<file path="src/rtl/sram_like_arbiter.sv">
// Purpose : share one SRAM-like memory port between the IFU (inst) and MEM-stage (data) ports.
// Latency : 0 cycles both ways; grant, addr_ok, data_ok and rdata are combinational.
// Backpressure: mem_req drops when the tracking FIFO is full; the loser holds req until addr_ok.
//
// Ports
//   clk, resetn                    clock, synchronous active-low reset
//   inst_sram_* / data_sram_*      master ports: req, wr, size, addr, wstrb, wdata in;
//                                  addr_ok, data_ok, rdata out
//   mem_*                          downstream port: req, wr, size, addr, wstrb, wdata out;
//                                  addr_ok, data_ok, rdata in
//   err_orphan_resp                sticky flag: a response arrived with nothing outstanding
module sram_like_arbiter #(
    parameter int OUTSTANDING  = 4,
    parameter int STARVE_LIMIT = 3
) (
    input  logic        clk,
    input  logic        resetn,

    input  logic        inst_sram_req,
    input  logic        inst_sram_wr,
    input  logic [1:0]  inst_sram_size,
    input  logic [31:0] inst_sram_addr,
    input  logic [3:0]  inst_sram_wstrb,
    input  logic [31:0] inst_sram_wdata,
    output logic        inst_sram_addr_ok,
    output logic        inst_sram_data_ok,
    output logic [31:0] inst_sram_rdata,

    input  logic        data_sram_req,
    input  logic        data_sram_wr,
    input  logic [1:0]  data_sram_size,
    input  logic [31:0] data_sram_addr,
    input  logic [3:0]  data_sram_wstrb,
    input  logic [31:0] data_sram_wdata,
    output logic        data_sram_addr_ok,
    output logic        data_sram_data_ok,
    output logic [31:0] data_sram_rdata,

    output logic        mem_req,
    output logic        mem_wr,
    output logic [1:0]  mem_size,
    output logic [31:0] mem_addr,
    output logic [3:0]  mem_wstrb,
    output logic [31:0] mem_wdata,
    input  logic        mem_addr_ok,
    input  logic        mem_data_ok,
    input  logic [31:0] mem_rdata,

    output logic        err_orphan_resp
);

    localparam int PW = $clog2(OUTSTANDING);
    localparam int CW = PW + 1;
    localparam int SW = $clog2(STARVE_LIMIT + 1);

    // Tracking FIFO: one owner bit per accepted request (0 = inst, 1 = data).
    logic [OUTSTANDING-1:0] r_owner;
    logic [PW-1:0]          r_wptr;
    logic [PW-1:0]          r_rptr;
    logic [CW-1:0]          r_count;

    logic          r_lock_vld;
    logic          r_lock_owner;
    logic [SW-1:0] r_starve;
    logic          r_err;

    logic w_empty;
    logic w_full;
    logic w_grant_data;
    logic w_req_sel;
    logic w_mem_req;
    logic w_push;
    logic w_pop;
    logic w_head;
    logic w_starved;

    assign w_empty   = (r_count == '0);
    assign w_full    = (r_count == CW'(OUTSTANDING));
    assign w_head    = r_owner[r_rptr];
    assign w_starved = (r_starve == SW'(STARVE_LIMIT));

    // A request left hanging without addr_ok pins the grant, so the downstream
    // keeps seeing the same fields until it accepts them.
    always_comb begin
        w_grant_data = 1'b0;
        if (r_lock_vld)
            w_grant_data = r_lock_owner;
        else if (inst_sram_req && w_starved)
            w_grant_data = 1'b0;
        else if (data_sram_req)
            w_grant_data = 1'b1;
        else
            w_grant_data = 1'b0;
    end

    assign w_req_sel = w_grant_data ? data_sram_req : inst_sram_req;
    // Full blocks issue even when a pop lands in the same cycle; this keeps the
    // issue path free of the mem_data_ok input.
    assign w_mem_req = resetn & w_req_sel & ~w_full;
    assign w_push    = w_mem_req & mem_addr_ok;
    assign w_pop     = resetn & mem_data_ok & ~w_empty;

    always_ff @(posedge clk) begin
        if (!resetn) begin
            r_owner      <= '0;
            r_wptr       <= '0;
            r_rptr       <= '0;
            r_count      <= '0;
            r_lock_vld   <= 1'b0;
            r_lock_owner <= 1'b0;
            r_starve     <= '0;
            r_err        <= 1'b0;
        end else begin
            if (w_push) begin
                r_owner[r_wptr] <= w_grant_data;
                r_wptr          <= r_wptr + 1'b1;
            end
            if (w_pop)
                r_rptr <= r_rptr + 1'b1;

            case ({w_push, w_pop})
                2'b10:   r_count <= r_count + 1'b1;
                2'b01:   r_count <= r_count - 1'b1;
                default: r_count <= r_count;
            endcase

            if (w_mem_req) begin
                r_lock_vld   <= ~mem_addr_ok;
                r_lock_owner <= w_grant_data;
            end

            // Only cycles where data actually drives the port count against inst;
            // full-FIFO stall cycles leave the counter alone.
            if (w_push && !w_grant_data)
                r_starve <= '0;
            else if (inst_sram_req && w_grant_data && w_mem_req && !w_starved)
                r_starve <= r_starve + 1'b1;

            if (mem_data_ok && w_empty)
                r_err <= 1'b1;
        end
    end

    assign mem_req   = w_mem_req;
    assign mem_wr    = resetn & (w_grant_data ? data_sram_wr : inst_sram_wr);
    assign mem_size  = resetn ? (w_grant_data ? data_sram_size  : inst_sram_size)  : 2'd0;
    assign mem_addr  = resetn ? (w_grant_data ? data_sram_addr  : inst_sram_addr)  : 32'd0;
    assign mem_wstrb = resetn ? (w_grant_data ? data_sram_wstrb : inst_sram_wstrb) : 4'd0;
    assign mem_wdata = resetn ? (w_grant_data ? data_sram_wdata : inst_sram_wdata) : 32'd0;

    assign inst_sram_addr_ok = w_push & ~w_grant_data;
    assign data_sram_addr_ok = w_push &  w_grant_data;
    assign inst_sram_data_ok = w_pop  & ~w_head;
    assign data_sram_data_ok = w_pop  &  w_head;
    assign inst_sram_rdata   = resetn ? mem_rdata : 32'd0;
    assign data_sram_rdata   = resetn ? mem_rdata : 32'd0;
    assign err_orphan_resp   = resetn & r_err;

endmodule
</file>
<file path="config.mk">
export PLATFORM = sky130hd
export DESIGN_NAME = sram_like_arbiter
export DESIGN_NICKNAME = d
export VERILOG_FILES = /design/src/rtl/sram_like_arbiter.sv
export SDC_FILE = /design/constraint.sdc
export NUM_CORES = 1
export LEC_CHECK = 0
export CAP_MARGIN = 40
export CORE_AREA = 2 2 126 128
export CTS_BUF_LIST = sky130_fd_sc_hd__clkbuf_4 sky130_fd_sc_hd__clkbuf_8
export DETAILED_ROUTE_END_ITERATION = 16
export DIE_AREA = 0 0 128 130
export HOLD_SLACK_MARGIN = 0.02
export PLACE_DENSITY = 0.55
export SLEW_MARGIN = 0
export SYNTH_ARGS = -nofsm -noshare
export SYNTH_HDL_FRONTEND = slang
export SYNTH_SLANG_ARGS = --single-unit
export TNS_END_PERCENT = 30
</file>
<file path="constraint.sdc">
create_clock -name clk -period 6.28 [get_ports clk]
set_clock_uncertainty 0.2 [all_clocks]
set_input_delay 1.256 -clock clk [delete_from_list [all_inputs] [get_ports clk]]
set_output_delay 1.256 -clock clk [all_outputs]
set_load 0.05 [all_outputs]
</file>
# Word-level counts from Yosys, hierarchy flattened
# Index checks and enable logic that the tools add are counted.
word_totals:
  output_inout_bits: 141
  in_bits: 180
  elab_cells: 69
  ff_bits: 16
op_classes:
  bitwise_logic: 17
  eq_ne: 4
  n_reduce_logical: 12
  n_lt_le_gt_ge: 3
  n_addsub: 5
  mux: 20
ops:
  columns: ["operator", "count"]
  rows:
  - ["two-way mux 32 bit", 5]
  - ["AND 1 bit", 11]
  - ["two-way mux 4 bit", 2]
  - ["logical AND 1 bit", 7]
  - ["two-way mux 1 bit", 7]
  - ["adder 2 x 1 -> 2 bit, second input constant", 3]
  - ["less-than comparator 2 x 3 -> 1 bit, second input constant", 2]
  - ["inverter 1 bit", 6]
  - ["one-hot mux 3 bit (2 select lines)", 1]
  - ["bitwise mux 4 bit", 1]
  - ["equality test 2 bit, second input constant", 2]
  - ["two-way mux 2 bit", 2]
  - ["adder 3 x 1 -> 3 bit, second input constant", 1]
  - ["equality test 3 bit, second input constant", 1]
  - ["logical NOT 3 bit", 1]
  - ["subtractor 3 x 1 -> 3 bit, second input constant", 1]
  - ["binary-select mux 1 bit (select 2 bit)", 1]
  - ["demux 1 bit (select 2 bit)", 1]
  - ["equality test 2 x 1 -> 1 bit, second input constant", 1]
  - [">= comparator 2 x 1 -> 1 bit, second input constant", 1]
  - ["logical NOT 1 bit", 2]
  - ["nonzero test 2 bit", 1]
  - ["OR reduction 2 bit", 1]

# Logic depth before layout (Yosys ltp)
depth:
  word_depth: 10
  depth_mapped: 9
  mapped_depth_nobuf: 9

# Least setup slack after synthesis
# Ideal clock, no wire load.
synth_path:
  path_kind: "input to output"
  start: "input data_sram_req"
  end: "output inst_sram_addr_ok"
  t_arrival_ps: 2941
  slack_ps: 1883
  cell_stages: 5
  path_buffers: 2
  path_cell_list: "nor2b_4 -> a22o_1 -> buf_6 -> buf_6 -> nor3_1"
synth_via:
  elab_chain_len: 8
synth_rtl:
  columns: ["element", "line", "text"]
  rows:
  - ["start: declaration", "29", "input logic data_sram_req,"]
  - ["two-way mux 1 bit", "90", "else if (data_sram_req)"]
  - ["two-way mux 1 bit", "88", "else if (inst_sram_req && w_starved)"]
  - ["two-way mux 1 bit", "86", "if (r_lock_vld)"]
  - ["two-way mux 1 bit", "96", "assign w_req_sel = w_grant_data ? data_sram_req : inst_sram_req;"]
  - ["AND 1 bit (2 in series)", "99", "assign w_mem_req = resetn & w_req_sel & ~w_full;"]
  - ["AND 1 bit", "100", "assign w_push = w_mem_req & mem_addr_ok;"]
  - ["AND 1 bit (*)", "151", "assign inst_sram_addr_ok = w_push & ~w_grant_data;"]
  - ["end: declaration", "25", "output logic inst_sram_addr_ok,"]
# Every way passes the cells marked *; elsewhere a longest branch is shown, timed or not.

# Worst setup path after layout
layout_path:
  start: "input resetn"
  end: "output mem_req"
layout_via:
  elab_chain_len: 2
layout_rtl:
  columns: ["element", "line", "text"]
  rows:
  - ["start: declaration", "17", "input logic resetn,"]
  - ["AND 1 bit (2 in series)", "99", null]
  - ["end: declaration", "39", "output logic mem_req,"]
# No other way between the ends.

==> out/results.txt <==
The path length in cells of the critical path came out at 5. Number of buffers created by CTS: 3. Nature of the critical path startpoint: an input pin. In the layout the commonest cells are clkdlybuf4s50_1 (249), nand2_1 (154), a21oi_1 (75).

Along the worst path, the maximum fanout reaches 40. By area, the combinational part of the netlist is dominated by simple AND/OR/NAND/NOR gates. The share of the synthesized area in the top cell type was 23.6%; the die boundary width was 128 um.

After synthesis, the share of cell area in mux cells is 2.96%. In this run the clock root is driven by a clkbuf_8. The delay of the slowest cell on the worst path works out to 870 ps. Post-synthesis share of cell area spent on and, or, nand and nor gates: 39.7%. The run gives 2450 um^2 as the area of the mapped netlist.

In this run the remaining antenna-violating nets after routing total 0. The register-to-register setup slack came out at 3480 ps. In this run, distinct cell masters in the synthesized netlist total 41. The run gives 2 as the clock tree buffer depth.

The routed layout has 3681 vias. The routed length per instance works out to 13.7 um. For this run, the number of Yosys warnings is 0.

The worst ir drop on vdd came out at 0.0702 mV. Among cell families on the critical path, the largest total delay comes from buffers and inverters. The core box area came out at 15400 um^2. Dividing the detail-routed via count by the number of cells gives 4.24.

The logs give 1180 ps for the setup slack after placement and 0 ps for the final total negative setup slack. The layout has 1591 filler cells. The number of instances resized during post-cts repair was 0; the clock latency of the later-clocked register in the worst-skew pair was 250 ps. The die outline area is 16600 um^2, and the number of pins exceeding their max-slew limit in the final report is 0. The count of port buffers added during placement is 320, and the number of setup buffers added after CTS is 0.

The xor/xnor cell area share of the yosys netlist is 1.43%, and the fraction of layout cells with a size suffix above 1 is 13.7%. The wire-length estimate of the detail-placed layout is 9860 um. 0 antenna diodes ended up in the layout. For this configuration, the core starts out at a cell density of 15.9%.

The number of placed instances, taps included, is 865. After layout, the worst setup slack is 1210 ps. The number of I/O pins is 321.

The worst hold path class is reg -> reg. Counting every sink on the clock net gives 16. The cell depth of the worst flop-to-flop path came out at 9. Beginning of the critical path: resetn. Relative to the synthesized area, the layout overhead comes to 123%.

In this run the critical register-to-register path is captured at r_count[2]$_SDFFE_PN0P_. Pin count of the biggest net entering global routing: 81. Together, buffers and inverters on the worst path number 3.

For the required arrival time at the worst endpoint, the log shows 4820 ps. For the synthesized net count, the log shows 595. The critical path goes through clkdlybuf4s50_1 -> buf_4 -> nand2_1 -> a211oi_1 -> clkdlybuf4s50_1. Type of the worst setup path: in -> out. Leaving out fill and tap cells, the most frequent cell in the layout is clkdlybuf4s50_1. The cell count after synthesis was 408. Before antenna repair, the detailed router went through 4 iterations.

The number of global-route vias before repair was 3507. The flow ran to the end, and the final reports show no timing, DRC or antenna violations. Data arrives at the worst endpoint at 3610 ps. After the first detailed-routing iteration, the DRC count stood at 83. The element type at the critical path end was a primary output.

The global-route usage over all layers came out at 12.7%. Sorting the synthesized cells by area gives the leading types as nand2_1 (24%), a21oi_1 (15%), dfxtp_1 (13%), buf_4 (9.8%), and2_1 (8.7%). The clock slew at the register clock pins of the worst setup and hold paths is 60 ps, and the post-synthesis adder-cell area fraction is 3.88%.

The synthesized design contains 16 register bits. The first-pass GRT wire length is 17200 um. For the pin with the worst max-slew slack, the measured transition is 858 ps.

TritonCTS built the clock tree. Maximum clock rate: 197 MHz. The top cell type by total area after synthesis is nand2_1.

Share of synthesized registers carrying an async set or reset: 0%. The most used flip-flop cell after synthesis is dfxtp_1. The startpoint identified for the worst register-to-register timing path is r_count[2]$_SDFFE_PN0P_. For this run, the share of the core covered by cells in the final layout is 35.4%.

After clock tree synthesis, the flow added hold-fix buffers numbering 0. The dominant cell type by count on the critical path is clkdlybuf4s50_1. The number of placement rows was 46; the final net count was 865.

Summing the areas of all compound-gate instances in the mapped netlist gives 20.8% of the synthesized area. After synthesis, flip-flops and latches occupy 13.1% of the total area. Setup violations remaining at the end of the flow were counted as 0. The remaining global-route overflow is 0. The final hold violation count is 0. The die is 130 um tall. The ratio of total power to cell area is 146 nW/um^2, and the final weighted congestion of routability-driven global placement is 0.814. The normalized max-slew margin came out at 42.8%.

After layout, the minimum clock period comes to 5070 ps. The run gives 2.29 nW as the leakage power. The critical path ends at mem_req. The final layout contains routed wiring with a total length of 11900 um.

Yosys mapped a number of flops with a built-in enable equal to 0. For this design, the slowest cell found on the critical path is clkdlybuf4s50_1. The post-route clock period utilization works out to 80.7%. For this run, design rule violations remaining after detail routing come to 0.

The number of antenna violations at the first check in global routing was 0; the final non-filler cell total was 869. The mean area per synthesized cell was 6.01 um^2. Setup repair after global routing left no endpoint under its margin. The tools report the number of H-tree branching levels as 1. The tools report the number of maximum-capacitance constraint violations as 0.
per-layer routing:
layer,global-route usage [%],routed length (um)
met5,0,0
met4,1.94,117
met3,1.93,942
met2,25.9,6450
met1,13.9,4390
state kept, by name, summed over array words and instances, names as in the netlist:
name / cells
r_rptr: 2
r_count: 3
r_starve: 2
r_wptr: 2
r_lock_vld: 1
r_lock_owner: 1
r_err: 1
r_owner: 4
worst min path at each step:
stage	cells past startpoint	startpoint	to
global route	2	r_owner[1]$_SDFFE_PN0P_	r_owner[1]$_SDFFE_PN0P_
finish	2	r_owner[2]$_SDFFE_PN0P_	r_owner[2]$_SDFFE_PN0P_
floorplan	2	r_err$_SDFFE_PN0P_	r_err$_SDFFE_PN0P_
detailed placement	2	r_err$_SDFFE_PN0P_	r_err$_SDFFE_PN0P_
global placement	2	r_err$_SDFFE_PN0P_	r_err$_SDFFE_PN0P_
CTS	2	r_owner[2]$_SDFFE_PN0P_	r_owner[2]$_SDFFE_PN0P_
cell families (layout without fill, tap and decap cells):
kind of cell / count (synthesis) / after routing
mux: 6 / 6
flops: 16 / 16
compound gates: 89 / 89
fa+ha+maj: 7 / 7
xor+xnor: 4 / 4
simple gates: 218 / 218
buf+inv: 68 / 337
through the flow:
| step | power (mW) | cell area, um^2 | hold WS [ps] |
|---|---|---|---|
| global placement | 0.711 | 5410 | 241 |
| floorplan | 0.484 | 2450 | 229 |
| detailed placement | 0.715 | 5410 | 256 |
| global route | 0.845 | 5460 | 305 |
| CTS | 0.808 | 5460 | 269 |
| finish | 0.800 | 5460 | 265 |
power breakdown:
| group | internal, mW | switching (mW) | leakage (nW) | total [mW] |
|---|---|---|---|---|
| registers | 0.108 | 0.00824 | 0.131 | 0.116 |
| clock network | 0.0555 | 0.0337 | 0.0288 | 0.0893 |
| logic | 0.238 | 0.356 | 2.13 | 0.594 |
synth_stat cells (all sizes together), types with 2 or more instances:
master / count
ha: 6
mux2i: 5
nor3: 3
buf: 46
xor2: 3
a21oi: 77
a21o: 2
o311ai: 2
nor2: 8
inv: 7
dfxtp: 16
nor2b: 2
nand2: 154
nand3: 10
and2: 34
clkbuf: 15
tightest hold or removal path, stage by stage (launching register included):
cell	delay (ps)
dfxtp_1	310
nand2_1	50
mux2i_1	50
cell type report:
cell class                 count  area (um^2)  share of cell area (%)
sequential                    16          320                    5.86
timing repair buffer         326         3130                    57.4
multi-input combinational    324         1690                    30.9
inverter                       7         26.3                   0.481
clock buffer                   4         55.1                    1.01
tap                          192          240                    4.40
(Power assumes the default switching activity.)
